==> src/rtl/bcd_display_driver.sv <==
// bcd_display_driver
// Captures an 8-bit value on a strobe, converts it to decimal with an iterative
// double-dabble engine (one bit per cycle) and drives three digit displays plus
// a sign display. A one-deep pending buffer holds a value that arrives while a
// conversion is running; the newest such value wins.
module bcd_display_driver #(
    parameter int unsigned DATA_W     = 8,
    parameter int unsigned DIGITS     = 3,
    parameter bit          ACTIVE_LOW = 1'b1
) (
    input  logic              clk,
    input  logic              reset_n,
    input  logic              sample_valid,
    input  logic [DATA_W-1:0] data_in,
    input  logic              signed_mode,
    input  logic              blank_lz,
    output logic              busy,
    output logic              done,
    output logic [6:0]        hex0,
    output logic [6:0]        hex1,
    output logic [6:0]        hex2,
    output logic [6:0]        hex_sign
);

    localparam int unsigned BCD_W = 4 * DIGITS;
    localparam int unsigned CNT_W = $clog2(DATA_W + 1);

    // Active-low segment patterns, gfedcba order.
    localparam logic [6:0] SEG_BLANK = 7'b1111111;
    localparam logic [6:0] SEG_MINUS = 7'b0111111;

    typedef enum logic [1:0] {
        IDLE,
        CONV,
        DONE
    } state_t;

    state_t             state_reg, state_next;
    logic [DATA_W-1:0]  shift_reg, shift_next;
    logic [BCD_W-1:0]   bcd_reg, bcd_next;
    logic [CNT_W-1:0]   cnt_reg, cnt_next;
    logic               neg_reg, neg_next;
    logic               pend_valid_reg, pend_valid_next;
    logic [DATA_W-1:0]  pend_data_reg, pend_data_next;
    logic               pend_signed_reg, pend_signed_next;
    logic [BCD_W-1:0]   disp_bcd_reg, disp_bcd_next;
    logic               disp_neg_reg, disp_neg_next;
    logic               busy_reg, busy_next;
    logic               done_reg, done_next;

    // Nibble-wise "add 3 if >= 5" correction applied before every shift.
    logic [BCD_W-1:0]   bcd_adj;

    // Conversion start request and the value it loads.
    logic               ld;
    logic [DATA_W-1:0]  ld_data;
    logic               ld_signed;
    logic               ld_neg;
    logic [DATA_W-1:0]  ld_mag;

    // Per-digit blanking and active-low segment patterns.
    logic [DIGITS-1:0]  blank;
    logic               zero_run;
    logic [6:0]         seg_al [DIGITS];

    // Active-low 7-segment pattern for one BCD digit.
    function automatic logic [6:0] seg_lut(input logic [3:0] d);
        logic [6:0] s;
        case (d)
            4'd0:    s = 7'b1000000;
            4'd1:    s = 7'b1111001;
            4'd2:    s = 7'b0100100;
            4'd3:    s = 7'b0110000;
            4'd4:    s = 7'b0011001;
            4'd5:    s = 7'b0010010;
            4'd6:    s = 7'b0000010;
            4'd7:    s = 7'b1111000;
            4'd8:    s = 7'b0000000;
            4'd9:    s = 7'b0010000;
            default: s = SEG_BLANK;
        endcase
        return s;
    endfunction

    // Map an active-low pattern onto the configured output polarity.
    function automatic logic [6:0] polarity(input logic [6:0] s);
        return ACTIVE_LOW ? s : ~s;
    endfunction

    genvar gi;
    generate
        for (gi = 0; gi < DIGITS; gi++) begin : g_adj
            assign bcd_adj[gi*4 +: 4] = (bcd_reg[gi*4 +: 4] >= 4'd5) ?
                                        (bcd_reg[gi*4 +: 4] + 4'd3) :
                                        bcd_reg[gi*4 +: 4];
        end
    endgenerate

    // State and datapath registers; reset aborts any conversion outright.
    always_ff @(posedge clk or negedge reset_n) begin
        if (!reset_n) begin
            state_reg       <= IDLE;
            shift_reg       <= '0;
            bcd_reg         <= '0;
            cnt_reg         <= '0;
            neg_reg         <= 1'b0;
            pend_valid_reg  <= 1'b0;
            pend_data_reg   <= '0;
            pend_signed_reg <= 1'b0;
            disp_bcd_reg    <= '0;
            disp_neg_reg    <= 1'b0;
            busy_reg        <= 1'b0;
            done_reg        <= 1'b0;
        end else begin
            state_reg       <= state_next;
            shift_reg       <= shift_next;
            bcd_reg         <= bcd_next;
            cnt_reg         <= cnt_next;
            neg_reg         <= neg_next;
            pend_valid_reg  <= pend_valid_next;
            pend_data_reg   <= pend_data_next;
            pend_signed_reg <= pend_signed_next;
            disp_bcd_reg    <= disp_bcd_next;
            disp_neg_reg    <= disp_neg_next;
            busy_reg        <= busy_next;
            done_reg        <= done_next;
        end
    end

    // Next-state logic: capture, shift/adjust, latch on completion, pending buffer.
    always_comb begin
        state_next       = state_reg;
        shift_next       = shift_reg;
        bcd_next         = bcd_reg;
        cnt_next         = cnt_reg;
        neg_next         = neg_reg;
        pend_valid_next  = pend_valid_reg;
        pend_data_next   = pend_data_reg;
        pend_signed_next = pend_signed_reg;
        disp_bcd_next    = disp_bcd_reg;
        disp_neg_next    = disp_neg_reg;
        done_next        = 1'b0;
        ld               = 1'b0;
        ld_data          = data_in;
        ld_signed        = signed_mode;
        ld_neg           = 1'b0;
        ld_mag           = '0;

        case (state_reg)
            IDLE: begin
                // A fresh strobe beats a stale pending value.
                if (sample_valid) begin
                    ld              = 1'b1;
                    pend_valid_next = 1'b0;
                end else if (pend_valid_reg) begin
                    ld              = 1'b1;
                    ld_data         = pend_data_reg;
                    ld_signed       = pend_signed_reg;
                    pend_valid_next = 1'b0;
                end
            end
            CONV: begin
                bcd_next   = {bcd_adj[BCD_W-2:0], shift_reg[DATA_W-1]};
                shift_next = {shift_reg[DATA_W-2:0], 1'b0};
                cnt_next   = cnt_reg + 1'b1;
                if (cnt_reg == CNT_W'(DATA_W - 1)) begin
                    state_next = DONE;
                end
                if (sample_valid) begin
                    pend_valid_next  = 1'b1;
                    pend_data_next   = data_in;
                    pend_signed_next = signed_mode;
                end
            end
            DONE: begin
                disp_bcd_next = bcd_reg;
                disp_neg_next = neg_reg;
                done_next     = 1'b1;
                state_next    = IDLE;
                if (pend_valid_reg) begin
                    ld              = 1'b1;
                    ld_data         = pend_data_reg;
                    ld_signed       = pend_signed_reg;
                    pend_valid_next = 1'b0;
                end
                if (sample_valid) begin
                    pend_valid_next  = 1'b1;
                    pend_data_next   = data_in;
                    pend_signed_next = signed_mode;
                end
            end
            default: begin
                state_next = IDLE;
            end
        endcase

        // Negative two's-complement inputs convert as their magnitude.
        ld_neg = ld_signed && ld_data[DATA_W-1];
        ld_mag = ld_neg ? ((~ld_data) + {{(DATA_W-1){1'b0}}, 1'b1}) : ld_data;

        if (ld) begin
            shift_next = ld_mag;
            neg_next   = ld_neg;
            bcd_next   = '0;
            cnt_next   = '0;
            state_next = CONV;
        end

        busy_next = (state_next != IDLE);
    end

    // Leading-zero blanking runs down from the top digit; units never blank.
    always_comb begin
        blank    = '0;
        zero_run = blank_lz;
        for (int i = DIGITS - 1; i >= 1; i--) begin
            zero_run = zero_run && (disp_bcd_reg[i*4 +: 4] == 4'd0);
            blank[i] = zero_run;
        end
    end

    generate
        for (gi = 0; gi < DIGITS; gi++) begin : g_seg
            assign seg_al[gi] = blank[gi] ? SEG_BLANK : seg_lut(disp_bcd_reg[gi*4 +: 4]);
        end
    endgenerate

    assign hex0     = polarity(seg_al[0]);
    assign hex1     = polarity(seg_al[1]);
    assign hex2     = polarity(seg_al[2]);
    assign hex_sign = polarity(disp_neg_reg ? SEG_MINUS : SEG_BLANK);
    assign busy     = busy_reg;
    assign done     = done_reg;

endmodule
==> config.mk <==
export PLATFORM = sky130hd
export DESIGN_NAME = bcd_display_driver
export DESIGN_NICKNAME = d
export VERILOG_FILES = /design/src/rtl/bcd_display_driver.sv
export SDC_FILE = /design/constraint.sdc
export NUM_CORES = 1
export LEC_CHECK = 0
export CORE_AREA = 4 4 88 90
export CTS_CLUSTER_SIZE = 28
export DETAILED_ROUTE_END_ITERATION = 10
export DIE_AREA = 0 0 92 94
export PLACE_DENSITY = 0.71
export SLEW_MARGIN = 10
export SYNTH_ARGS = -nofsm -noshare
export SYNTH_HDL_FRONTEND = slang
export SYNTH_SLANG_ARGS = --single-unit
==> constraint.sdc <==
create_clock -name clk -period 4.8 [get_ports clk]
set_input_delay 0.72 -clock clk [delete_from_list [all_inputs] [get_ports clk]]
set_output_delay 0.72 -clock clk [all_outputs]
set_load 0.02 [all_outputs]
==> impl_metrics.tcl, run 1 <==
set metrics [dict create \
    run_status "completed" \
    postCtsSetupRepairBufs 0 \
    mostFrequentLayoutCells "dfrtp_1, o21ai_0, nand2_1" \
    tritoncts "done" \
    drt_pass1_iterations 4 \
    hold_viol 0 \
    p_total_uw 2443 \
    hold_class "flip-flop to flip-flop" \
    rsz0062_at_grt "no" \
    endpoint_kind "primary output" \
    min_to "shift_reg[0]" \
    coreArea_um2 7059 \
    crit_chain "clkdlybuf4s50_1, nand3_1, nor2_1, nor2_1, mux2_2, o21ai_0, clkdlybuf4s50_1" \
    dpl-instance-area_um2 3726 \
    fin_skew_ns 0.006955 \
    cp_slowest_cell "clkdlybuf4s50_1" \
    hold_start "shift_reg[0]" \
    rows 31 \
    first_iter_violations 122 \
    p_sw_frac 0.4360 \
    seq_area_frac_synth 0.3929 \
    grt_max_degree 53 \
    criticalPathCategory "input pin to primary output" \
    reg2reg_slack_ns 1.98 \
    rr_worst_depth 9 \
    drc 0 \
    track_usage 0.1528 \
    ant_nets 0 \
    r2r_start "state_reg[0]" \
    post_cts_resized 0 \
    routed_wl_mm 6.237 \
    yosysWarningCount 0 \
    synthFlopType "dfrtp_1" \
    drt-vias-per-instance 5.290 \
    max_stage_delay_ns 0.63 \
    maxSlewViolCount 0 \
    synth.area.top_cells "dfrtp_1, ha_1, o21ai_0" \
    timing.setup.tns_ns 0 \
    finalCritPeriodShare 0.7131 \
    p_int_uw 1378 \
    power.density_nw_per_um2 636.7 \
    die_area_um2 8648 \
    seqPwrFrac 0.318 \
    maxCapViolCount 0 \
    cts-buffers-inserted 5 \
    power_frac_comb 0.560 \
    crit_path_max_fanout 8 \
    clkPwrFrac 0.122 \
    clockRootBuffer "clkbuf_8" \
    synth_top_area_cell "dfrtp_1" \
    hpwl_mm 4.567 \
    ys_async_sr_fraction 1.000 \
    ios 43 \
    synth_edf_count 0 \
    vdd_ir_drop_max_mv 0.2671 \
    portBuffers 36 \
    first_global_vias 2513 \
    r2r-end "cnt_reg[3]" \
    cp.required_ns 4.08 \
    worst-path-buf-inv 2 \
    mostFrequentLayoutCell "dfrtp_1" \
    hold_buffers 0 \
    whs_path_depth 2 \
    clock-sinks 52 \
    p_sw_uw 1065 \
    syn_inst 366 \
    setup_viol 0 \
    synth_top_area_frac 0.3929 \
    max_freq_mhz 292.1 \
    wl_per_cell_um 12.55 \
    cp_top_family "buffers and inverters" \
    dieHeight_um 94 \
    max_slew_margin 0.4816 \
    synth-seq-cells 52 \
    clkTransAtPathRegs_ns 0.09 \
    routabilityCongestion 0.8596 \
    grt-ovfl-total 0 \
    hold_slack_ns 0.4942 \
    tightest_slew_ns 0.7694 \
    floorplan.initialDensity 0.4692 \
    drive_gt1_frac 0.09045 \
    p_leak_uw 0.001656 \
    area_growth_syn_to_layout_pct 15.87 \
    cp.arrival_ns 2.70 \
    htree_levels 2 \
    finish.utilization 0.5436 \
    antennaDiodeCount 0 \
    vias 2629 \
    postSynthAreaPerCell_um2 9.049 \
    chipWidth_um 92 \
    grt_pass1_wl_mm 10.90 \
    syn_area_um2 3312 \
    cp-start-kind "input pin" \
    period_needed_ns 3.423 \
    max-clock-path-buffers 2 \
    nets 437 \
    antenna_found_initial 0 \
    synth_cell_types 46 \
    clkLatencyLatePin_ns 0.30 \
    postLayoutCellArea_um2 3837 \
]
cell type report:
| type | count | area (um2) |
|---|---|---|
| clock buffers | 5 | 68.82 |
| clock inverters | 3 | 42.54 |
| multi-input cells | 280 | 1856 |
| fillers | 661 | 3222 |
| well taps | 99 | 123.9 |
| repair buffers | 38 | 370.4 |
| inverters | 20 | 75.07 |
| flip-flops and latches | 52 | 1301 |
metrics by stage:
stage	setup WS (ns)	instances
2_1_floorplan	2.285	371
3_3_place_gp	1.434	489
3_5_place_dp	1.368	489
4_1_cts	1.363	497
5_1_grt	1.253	497
6_report	1.377	497
how the worst max path moves through the flow:
stage	depth (start not counted)	startpoint	endpoint	slack [ns]
final	7	blank_lz	hex1[6]	1.38
after global routing	7	blank_lz	hex1[6]	1.25
after CTS	7	blank_lz	hex1[6]	1.36
after detailed placement	7	blank_lz	hex1[6]	1.37
after global placement	7	blank_lz	hex1[6]	1.43
after floorplan	5	blank_lz	hex1[6]	2.29
metal layers:
metal / wire [um] / global-route usage / vias up
li1: - / - / 1332
met1: 2823 / 0.1825 / 1250
met2: 3144 / 0.2762 / 41
met3: 196 / 0.03365 / 6
met4: 72 / 0.04332 / 0
met5: 0 / 0 / -
Yosys cell counts, drive strengths merged, types with 2 or more instances:
cell	n
inv	20
o211ai	3
clkbuf	7
and2	6
nand4	2
nand2	40
a32o	3
xnor2	7
nor2b	4
a21oi	28
a211oi	2
o21ai	50
o22ai	6
nor3b	2
nand3	2
dfrtp	52
o31ai	7
nor2	31
nor3	3
a22oi	12
nand2b	10
ha	27
xor2	2
a22o	4
buf	12
mux2	15
logic make-up (layout without fill, tap and decap cells):
family | after synthesis | after routing | synth area share
buf+inv | 39 | 66 | 0.05251
fa+ha+maj | 27 | 27 | 0.1020
other cells | 1 | 6 | 0.001132
flops | 52 | 52 | 0.3929
xor+xnor | 9 | 9 | 0.02380
simple gates | 101 | 101 | 0.1405
mux | 15 | 15 | 0.05100
compound gates | 122 | 122 | 0.2361
power groups by stage:
stage                     Combinational (uW)  Clock [uW]  Sequential, uW
after detailed placement                1380           0             785
final                                   1370         298             777
after global routing                    1540         329             808
after CTS                               1380         313             777
after floorplan                          980           0             726
after global placement                  1350           0             776
worst reg2reg max path, cell delays in order (launching register included):
cell and delay (ns):
dfrtp_1 0.46, inv_1 0.17, ha_1 0.31, o21ai_2 0.29
nand2_1 0.21, a21oi_2 0.49, inv_1 0.37, nand4_1 0.21
xnor2_1 0.07, and2_1 0.15
Power figures use the tool's default switching activity.
==> run 2: changes to the inputs <==
--- a/config.mk
+++ b/config.mk
@@ -9,7 +9,7 @@
 export CTS_CLUSTER_SIZE = 28
 export DETAILED_ROUTE_END_ITERATION = 10
 export DIE_AREA = 0 0 92 94
-export PLACE_DENSITY = 0.71
+export PLACE_DENSITY = 0.74
 export SLEW_MARGIN = 10
 export SYNTH_ARGS = -nofsm -noshare
 export SYNTH_HDL_FRONTEND = slang
==> constraint.sdc (replaced) <==
create_clock -name clk -period 2.8 [get_ports clk]
set_input_delay 0.42 -clock clk [delete_from_list [all_inputs] [get_ports clk]]
set_output_delay 0.42 -clock clk [all_outputs]
set_load 0.02 [all_outputs]
==> run 2 against run 1 <==
  * Clock power increased by 70%
  * Sequential share of layout area decreased by 0.24 points
  * Clock skew decreased by 0.00078 ns
  * Wire length increased by 1.4%
  * Critical endpoint is now cnt_reg[3]
==> impl_metrics.tcl, run 2 (synthesized netlist as in run 1, its figures left out) <==
set metrics [dict create \
    p_sw_uw 1831 \
    finish.utilization 0.5480 \
    vdd_ir_drop_max_mv 0.5199 \
    track_usage 0.1538 \
    power_frac_comb 0.561 \
    clockRootBuffer "clkbuf_8" \
    maxSlewViolCount 0 \
    hold_buffers 0 \
    tritoncts "done" \
    clkLatencyLatePin_ns 0.31 \
    cp_slowest_cell "dfrtp_1" \
    hold_viol 0 \
    drive_gt1_frac 0.1047 \
    p_leak_uw 0.001703 \
    seqPwrFrac 0.318 \
    cp.arrival_ns 2.80 \
    ant_nets 0 \
    dpl-instance-area_um2 3749 \
    cp-start-kind "flip-flop" \
    max_stage_delay_ns 0.44 \
    wl_per_cell_um 12.65 \
    max-clock-path-buffers 2 \
    clkTransAtPathRegs_ns 0.09 \
    max_freq_mhz 385.3 \
    mostFrequentLayoutCell "dfrtp_1" \
    drc 0 \
    ios 43 \
    max_slew_margin 0.4858 \
    chipWidth_um 92 \
    clock-sinks 52 \
    routed_wl_mm 6.324 \
    antennaDiodeCount 0 \
    routabilityCongestion 0.8642 \
    rows 31 \
    hpwl_mm 4.845 \
    floorplan.initialDensity 0.4692 \
    grt-ovfl-total 0 \
    postCtsSetupRepairBufs 0 \
    cpMostUsedCell "inv_1" \
    p_sw_frac 0.4391 \
    period_needed_ns 2.596 \
    dieHeight_um 94 \
    cts-buffers-inserted 5 \
    criticalPathCategory "flip-flop to flip-flop" \
    grt_pass1_wl_mm 10.77 \
    finalCritPeriodShare 0.9270 \
    hold_slack_ns 0.03961 \
    p_int_uw 2338 \
    mostFrequentLayoutCells "dfrtp_1, o21ai_0, nand2_1" \
    vias 2614 \
    crit_path_max_fanout 14 \
    first_global_vias 2378 \
    first_iter_violations 157 \
    power.density_nw_per_um2 1078 \
    endpoint_kind "flip-flop" \
    maxCapViolCount 0 \
    run_status "completed" \
    cp.required_ns 3.01 \
    die_area_um2 8648 \
    postLayoutCellArea_um2 3869 \
    tightest_slew_ns 0.7685 \
    portBuffers 36 \
    area_growth_syn_to_layout_pct 16.81 \
    nets 440 \
    crit_chain "inv_1, ha_1, o21ai_2, nand2_1, a21oi_4, inv_1, nand4_1, xnor2_1, and2_1" \
    hold_class "input pin to asynchronous set/reset pin" \
    coreArea_um2 7059 \
    rsz0062_at_grt "yes" \
    htree_levels 2 \
    grt_max_degree 24 \
    setup_viol 0 \
    drt-vias-per-instance 5.228 \
    antenna_found_initial 0 \
    drt_pass1_iterations 4 \
    timing.setup.tns_ns 0 \
    clkPwrFrac 0.122 \
    fin_skew_ns 0.006173 \
]
==> run 2: worst max-delay path, delay by kind of cell (launching register included) <==
kind / cells / cell delay (ns)
xor gates and xnor gates: 1 / 0.07
and+or+nand+nor: 3 / 0.56
adders and majority gates: 1 / 0.32
DFF: 1 / 0.44
AOI/OAI and AO/OA: 2 / 0.65
buffers and inverters: 2 / 0.46
==> run 2: timing repair <==
action                     CTS  global route
pin swaps                    0             1
setup endpoints to repair    7            15
cloned                       0             0
resized for setup            6             7
==> run 2: per-layer routing <==
layer	global-route usage	up-vias	wire, um
li1	-	1334	-
met1	0.1854	1220	2767
met2	0.2774	53	3208
met3	0.03125	7	264
met4	0.04455	0	85
met5	0	-	0
==> run 2: power by group through the flow <==
stage               Combinational, uW  Clock, uW  Sequential (uW)
floorplan                        1680          0             1240
global placement                 2330          0             1320
detailed placement               2380          0             1340
CTS                              2360        532             1320
global route                     2610        562             1380
finish                           2340        508             1320
==> run 2: area by class of cell <==
cell class                      count  area, um2
Inverter                           20      75.07
Clock buffer                        5      68.82
Timing Repair Buffer               41      387.9
Multi-Input combinational cell    280       1868
Fill cell                         650       3191
Tap cell                           99      123.9
Sequential cell                    52       1303
Clock inverter                      3      42.54
==> run 2: per-stage QoR <==
step / cells / total power (uW) / setup WS [ns]
after floorplan: 371 / 2925 / 0.4828
after global placement: 492 / 3653 / 0.03981
after CTS: 500 / 4214 / 0.01984
final: 500 / 4169 / 0.2044
after global routing: 500 / 4546 / -0.01306
after detailed placement: 492 / 3719 / -0.02046
==> run 2: worst paths after layout <==
| path | cells after the start | to | slack [ns] | startpoint |
|---|---|---|---|---|
| max | 9 | cnt_reg[3] | 0.20 | state_reg[0] |
| min | 1 | shift_reg[7] | 0.04 | reset_n |
| max reg2reg | 9 | cnt_reg[3] | 0.20 | state_reg[0] |
| min reg2reg | 2 | neg_reg | 0.49 | neg_reg |
| max in group asynchronous | 2 | bcd_reg[10] | 2.17 | reset_n |
| min in group clk | 2 | neg_reg | 0.49 | neg_reg |
